File: src/rtl/frame_pixel_writer.sv
// frame_pixel_writer
//   Captures one H_RES*V_RES frame from a non-stallable 24-bit pixel stream
//   after an arm command. Pixels are buffered in a show-ahead FIFO and written
//   one word per pixel to a memory controller over a req/ack handshake, at
//   linear addresses starting at BASE_ADDR. Pixels arriving while the FIFO is
//   full are dropped; their addresses are skipped so frame geometry holds.
//
// Ports
//   i_clk, i_rst            clock, asynchronous active-high reset
//   i_start                 arm capture of one frame (honoured only in IDLE)
//   i_data[23:0], i_valid   pixel stream {R,G,B} with single-cycle qualifier
//   o_wr_req                write request (FIFO not empty)
//   o_wr_addr[ADDR_W-1:0]   write address of the head entry
//   o_wr_data[31:0]         {8'h00, pixel} of the head entry
//   i_wr_ack                controller accepted the current request
//   o_busy                  capture or drain in progress
//   o_frame_done            one-cycle pulse after the last write is accepted
//   o_overflow              sticky: a pixel was dropped this frame
//   o_pix_count             pixels received (accepted plus dropped) this frame
module frame_pixel_writer #(
   parameter int unsigned H_RES      = 640,
   parameter int unsigned V_RES      = 480,
   parameter int unsigned FIFO_DEPTH = 16,
   parameter int unsigned ADDR_W     = 20,
   parameter int unsigned BASE_ADDR  = 0
) (
   input  logic              i_clk,
   input  logic              i_rst,
   input  logic              i_start,
   input  logic [23:0]       i_data,
   input  logic              i_valid,
   output logic              o_wr_req,
   output logic [ADDR_W-1:0] o_wr_addr,
   output logic [31:0]       o_wr_data,
   input  logic              i_wr_ack,
   output logic              o_busy,
   output logic              o_frame_done,
   output logic              o_overflow,
   output logic [ADDR_W-1:0] o_pix_count
);

   localparam int unsigned NPIX  = H_RES * V_RES;
   localparam int unsigned PTR_W = $clog2(FIFO_DEPTH);
   localparam int unsigned CNT_W = PTR_W + 1;
   localparam int unsigned ENT_W = ADDR_W + 24;

   typedef enum logic [1:0] {
      IDLE    = 2'd0,
      CAPTURE = 2'd1,
      DRAIN   = 2'd2
   } state_t;

   state_t state, state_nxt;

   logic [ENT_W-1:0] mem [FIFO_DEPTH];
   logic [PTR_W-1:0] wr_ptr, rd_ptr, rd_ptr_nxt;
   logic [CNT_W-1:0] count, count_nxt, remain;
   logic [ENT_W-1:0] push_entry, head_nxt;

   logic arm, take, push, drop, pop, frame_done_nxt;

   // A completed handshake pops the head; remain is the occupancy after it.
   assign pop        = (count != '0) & i_wr_ack;
   assign remain     = count - CNT_W'(pop);
   assign count_nxt  = remain + CNT_W'(push);
   assign rd_ptr_nxt = rd_ptr + PTR_W'(pop);
   assign push_entry = {ADDR_W'(BASE_ADDR) + o_pix_count, i_data};

   // Next head: the incoming pixel if nothing older survives, else storage.
   assign head_nxt   = (remain == '0) ? push_entry : mem[rd_ptr_nxt];

   // State register
   always_ff @(posedge i_clk or posedge i_rst) begin
      if (i_rst) state <= IDLE;
      else       state <= state_nxt;
   end

   // Next-state and capture decisions
   always_comb begin
      state_nxt      = state;
      arm            = 1'b0;
      take           = 1'b0;
      push           = 1'b0;
      drop           = 1'b0;
      frame_done_nxt = 1'b0;
      case (state)
         IDLE: begin
            if (i_start) begin
               state_nxt = CAPTURE;
               arm       = 1'b1;
            end
         end
         CAPTURE: begin
            if (i_valid) begin
               take = 1'b1;
               // Fullness judged on the registered count, before any same-cycle pop.
               if (count < CNT_W'(FIFO_DEPTH)) push = 1'b1;
               else                            drop = 1'b1;
               if (o_pix_count >= ADDR_W'(NPIX - 1)) state_nxt = DRAIN;
            end
         end
         DRAIN: begin
            // Finish in the cycle right after the final ack.
            if (remain == '0) begin
               state_nxt      = IDLE;
               frame_done_nxt = 1'b1;
            end
         end
         default: state_nxt = IDLE;
      endcase
   end

   // FIFO storage (no reset needed; validity tracked by count)
   always_ff @(posedge i_clk) begin
      if (push) mem[wr_ptr] <= push_entry;
   end

   // FIFO pointers, registered head presentation and status outputs
   always_ff @(posedge i_clk or posedge i_rst) begin
      if (i_rst) begin
         wr_ptr       <= '0;
         rd_ptr       <= '0;
         count        <= '0;
         o_wr_req     <= 1'b0;
         o_wr_addr    <= '0;
         o_wr_data    <= '0;
         o_busy       <= 1'b0;
         o_frame_done <= 1'b0;
         o_overflow   <= 1'b0;
         o_pix_count  <= '0;
      end else begin
         if (push) wr_ptr <= wr_ptr + PTR_W'(1);
         rd_ptr   <= rd_ptr_nxt;
         count    <= count_nxt;
         o_wr_req <= (count_nxt != '0);
         // Head only moves on pop or push-into-empty, so it holds while stalled.
         if (count_nxt != '0) begin
            o_wr_addr <= head_nxt[ENT_W-1:24];
            o_wr_data <= {8'h00, head_nxt[23:0]};
         end
         o_busy       <= (state_nxt != IDLE);
         o_frame_done <= frame_done_nxt;
         if (arm) begin
            o_overflow  <= 1'b0;
            o_pix_count <= '0;
         end else begin
            if (drop) o_overflow <= 1'b1;
            if (take && (o_pix_count != ADDR_W'(NPIX)))
               o_pix_count <= o_pix_count + ADDR_W'(1);
         end
      end
   end

endmodule

File: config.mk
export PLATFORM = sky130hd
export DESIGN_NAME = frame_pixel_writer
export DESIGN_NICKNAME = d
export VERILOG_FILES = /design/src/rtl/frame_pixel_writer.sv
export SDC_FILE = /design/constraint.sdc
export NUM_CORES = 1
export LEC_CHECK = 0
export CAP_MARGIN = 0
export CORE_ASPECT_RATIO = 1.2
export CORE_MARGIN = 2
export CORE_UTILIZATION = 50
export DETAILED_ROUTE_END_ITERATION = 16
export MAX_ROUTING_LAYER = met4
export PLACE_DENSITY_LB_ADDON = 0.1
export SETUP_SLACK_MARGIN = 0.05
export SLEW_MARGIN = 20
export SYNTH_ARGS = -nofsm -noshare
export SYNTH_HDL_FRONTEND = slang
export SYNTH_SLANG_ARGS = --single-unit
File: constraint.sdc
create_clock -name i_clk -period 5.1 [get_ports i_clk]
set_input_delay 1.02 -clock i_clk [delete_from_list [all_inputs] [get_ports i_clk]]
set_output_delay 1.02 -clock i_clk [all_outputs]
set_load 0.01 [all_outputs]
* Yosys cells after proc, flatten, opt, wreduce, memory -nomap -nowiden
Memory sizes are Yosys's and may differ from the RTL's.
Cells that the tools add are included.
** Cells by class
- Equal/unequal tests :: 3
- Bitwise gates (word level) :: 1
- Reductions and logical operators :: 8
- Magnitude comparators :: 2
- Muxes and demuxes :: 24
- Add/sub/neg operators :: 5
** Operators with widths (count)
- $mux 44 :: 1
- $mux 20 :: 2
- $add 20x1->20 const B :: 1
- $ge 20x19->1 const B :: 1
- $ne 20x19->1 const B :: 1
- $mux 1 :: 16
- $reduce_bool 5->1 :: 2
- $mux 2 :: 4
- $pmux 2 s3 :: 1
- $reduce_bool 2->1 :: 3
- $add 5x1->5 :: 1
- $logic_not 5->1 :: 1
- $lt 5x5->1 const B :: 1
- $sub 5x1->5 :: 1
- $add 4x1->4 :: 1
- $add 4x1->4 const B :: 1
- $eq 2x1->1 const B :: 1
- $eq 2x2->1 const B :: 1
- $logic_not 2->1 :: 1
- $and 1x1->1 :: 1
- $logic_and 1x1->1 :: 1
** Storage, ports and cells
- Flip-flop bits (word level) :: 83
- Logic and storage cells :: 55
- Memories kept :: 1
- Bits of input ports :: 29
- Memory bits (writable) :: 704
** Memories
- mem :: words 16, width 44, read ports 1, clocked after Yosys merged registers in 0, write ports 1, RTL line 55 : logic [ENT_W-1:0] mem [FIFO_DEPTH];

* Longest topological paths before layout
- Depth in word-level cells :: 7
- Gate-level depth with buffers :: 14

* Least setup slack after synthesis
OpenSTA, ideal clock, no wires.
- Path type :: input port to flip-flop
- Start :: input port i_valid
- End :: memory mem[4][0] (netlist bit) (enable)
- Slack :: -0.080 ns
- Library setup time :: 0.500 ns
- Path buffers :: 0
- Data arrival time :: 4.681 ns
- Stages :: 4
- Required time :: 4.600 ns
- Cell sequence :: nand3b_1 > nor2_1 > nand2_1 > nor3_1
** On the way
- Longest elaborated chain between the ends :: 4
** Ends and longest elaborated chain
- from (decl) :: RTL line 31 : input logic i_valid,
- $mux 1 :: RTL line 94 : if (i_valid) begin
- $mux 1 :: RTL line 86 : case (state)
- named net push :: RTL line 60 : logic arm, take, push, drop, pop, frame_done_nxt;
- $mux 1 :: RTL line 115 : if (push) mem[wr_ptr] <= push_entry;
- $mux 1 (not written as such) :: RTL line 115
- to (decl) :: RTL line 55
The timed path passes the listed nets, and every way through them passes these cells.

* Worst setup path in the final report
- Start :: input port i_wr_ack
- End :: register o_wr_data[22]
** On the way
- Longest elaborated chain between the ends :: 4
** Ends and longest elaborated chain
- from (decl) :: RTL line 35 : input logic i_wr_ack,
- $and 1x1->1 * :: RTL line 63 : assign pop = (count != '0) & i_wr_ack;
- $sub 5x1->5 or $add 4x1->4 (tied branches) :: RTL line 64, 66
- $add 5x1->5, or another cell as far along :: RTL line 65 : assign count_nxt = remain + CNT_W'(push);
- $reduce_bool 5->1 or $mux 44 (tied branches) :: RTL line 137, 70
- to (signal assigned) :: RTL line 139 : o_wr_data <= {8'h00, head_nxt[23:0]};
- to (decl) :: RTL line 34 : output logic [31:0] o_wr_data,
Every way passes the cells marked *; elsewhere a longest branch is shown, timed or not.
A chain may end at the register's enable or synchronous reset.

==> impl_metrics.tcl <==
set metrics [dict create \
    met3_usage_pct 3.90 \
    critPathKind "in2reg" \
    via_count 15100 \
    fillCellCount 4625 \
    grt_overflow 0 \
    cts_hold_buf 0 \
    ant_nets 0 \
    cts_tree "yes" \
    grt_pass1_vias 16100 \
    fin_util_pct 58.3 \
    slew_violations 0 \
    drt_iter0_drc 1314 \
    wl_per_cell_um 28.4 \
    r2r_slack_ns 1.47 \
    rows 100 \
    grtUsageMet1_pct 30.8 \
    start_util_pct 50.4 \
    crit_fanout 45 \
    leakagePower_uw 0.0121 \
    hold_class "reg2reg" \
    dpl_cell_area_um2 33500 \
    yosysSeqAreaShare_pct 74.6 \
    finalWirelength_mm 71.5 \
    cp_cell_sequence "clkdlybuf4s50_1 -> a21boi_0 -> ha_1 -> ha_1 -> inv_1 -> ha_1 -> nand3b_1 -> a41oi_1 -> xnor2_2 -> or3_4 -> a21oi_1" \
    finalPower_uw 22200 \
    fin_skew_ns 0.0195 \
    dr.pass1.iters 5 \
    grt_pass1_wl_mm 105 \
    irDropWorstVdd_uv 606 \
    layout_commonest_cell "edfxtp_1" \
    coreArea_um2 61800 \
    die_w_um 232 \
    synth-seq-cells 787 \
    die_y_um 277 \
    grt_max_degree 77 \
    slowest_stage "or3_4" \
    cts_buffers 78 \
    hold_viol 0 \
    clk_pin_slew_ns 0.06 \
    clockRootBuffer "clkbuf_16" \
    drive_gt1_share_pct 24.0 \
    die-area_um2 64300 \
    worstSetupStartpointType "input port" \
    fin_crit_ns 3.85 \
    netlist_area_um2 31100 \
    drt-vias-per-instance 6.01 \
    avgSynthCellArea_um2 20.9 \
    cp.arrival_ns 4.29 \
    cts.path.max_buffers 3 \
    syn_to_final_growth_pct 15.8 \
    grt_use_total_pct 23.4 \
    worst_skew_pair.late_latency_ns 0.62 \
    io-pin-count 105 \
    pwr_density_cell_nw_per_um2 616 \
    antenna_found_initial 1 \
    rsz0062_at_grt "false" \
    worst_setup_path_end_kind "flip-flop" \
    post-route-period-util_pct 75.5 \
    worstMarginPinSlew_ns 0.975 \
    cts_max_level 3 \
    io_buffers 96 \
    crit_required_ns 5.54 \
    path_common_cell "ha_1" \
    dp_hpwl_mm 36.3 \
    top_usage_layer "met2" \
    slew_headroom_pct 35.0 \
    final_area_um2 36100 \
    yosys_warnings 0 \
    max_stage_delay_ns 0.80 \
    status "finished clean" \
    gp_congestion 0.810 \
    timing.hold.ws_ns 0.521 \
    max_freq_mhz 260 \
    syn_inst 1492 \
    cts_sinks 787 \
    synth.distinct_cells 43 \
    drc_errors 0 \
    drv_cap 0 \
    layout_common_cells "edfxtp_1, mux2i_1, mux4_2" \
    cts.repair.resized 0 \
    setup_violations 0 \
    post_cts_buffers 0 \
    fin_setup_tns_ns 0 \
    nets 1677 \
    grt_use_met2_pct 38.0 \
]
## through the flow
stage,worst slack [ns],std cells
global placement,0.643,2372
global route,0.985,2519
CTS,1.22,2518
finish,1.25,2519
detailed placement,0.567,2372
floorplan,-0.0804,1499
## report_power, final
part / leakage, µW / switching, µW / internal, µW
Clock: 0.00127 / 2360 / 3390
Sequential: 0.00715 / 498 / 7830
Combinational: 0.00366 / 4220 / 3880
## metal layers
layer | vias up | routed length, µm
met4 | 0 | 1560
li1 | 6412 | -
met1 | 8125 | 29600
met5 | - | 0
met2 | 468 | 36300
met3 | 122 | 3890
## logic make-up after synthesis
| kind of cell | synth area share [%] |
|---|---|
| other cells | 0.0120 |
| flops | 74.6 |
| buf+inv | 1.60 |
| simple gates | 2.60 |
| fa+ha+maj | 0.482 |
| compound gates | 1.58 |
| xor+xnor | 0.755 |
| mux | 18.4 |
## critical path, delay by kind of cell
kind                       cells  cell delay, ns
AOI/OAI and AO/OA              3            0.89
buffers and inverters          2            0.52
adders and majority gates      3            0.76
and+or+nand+nor                2            0.90
xor gates and xnor gates       1            0.17
## registers in the layout, summed over array words and instances (netlist names)
name and count:
count 5, mem 704, o_busy 1, o_frame_done 1
o_overflow 1, o_pix_count 20, o_wr_addr 20, o_wr_data 24
o_wr_req 1, rd_ptr 4, state 2, wr_ptr 4
## final cells by class
type	count	area (µm²)	share of cell area [%]
multi-input combinational	606	7600	21.1
tap	816	1020	2.83
timing repair buffer	146	1560	4.33
antenna	1	2.50	0.00694
clock inverter	31	315	0.875
clock buffer	115	2270	6.28
sequential	787	23200	64.4
inverter	17	66.3	0.184
## final timing paths
check                                  startpoint                         to  depth (start not counted)
setup / recovery                         i_wr_ack  o_wr_data[22]$_DFFE_PP0P_                         11
hold / removal             o_overflow$_DFFE_PP0P_     o_overflow$_DFFE_PP0P_                          2
setup reg to reg               count[4]$_DFF_PP0_  o_wr_data[22]$_DFFE_PP0P_                         11
hold reg to reg            o_overflow$_DFFE_PP0P_     o_overflow$_DFFE_PP0P_                          2
max in group asynchronous                   i_rst      wr_ptr[3]$_DFFE_PP0P_                          3
min in group asynchronous                   i_rst   o_wr_data[7]$_DFFE_PP0P_                          2
## synthesized netlist by cell type (all sizes together)
cell       n  area (µm²)
edfxtp   704       21100
mux2i    177        1770
mux4     176        3960
dfrtp     83        2080
nor4      49         307
a21oi     47         382
clkbuf    45         169
buf       44         264
nor2      28         105
inv       17        63.8
xnor2     13         121
xor2      13         114
ha        12         150
nand3     11        55.1
nand2     10        37.5
and2       8        50.1
and3       6        37.5
nand4      6        37.5
nor3       6        30.0
o21ai      6        30.0
nor3b      4        30.0
or3        4        25.0
nand2b     3        18.8
nand3b     3        22.5
nor4b      3        26.3
o211ai     2        15.0
a211o      1        8.76
a21boi     1        7.51
a21o       1        7.51
a221oi     1        8.76
a41oi      1        8.76
and3b      1        8.76
and4       1        8.76
and4b      1        10.0
conb       1        3.75
o2111ai    1        8.76
o21bai     1        7.51
o22ai      1        6.26
(Power assumes the default switching activity.)
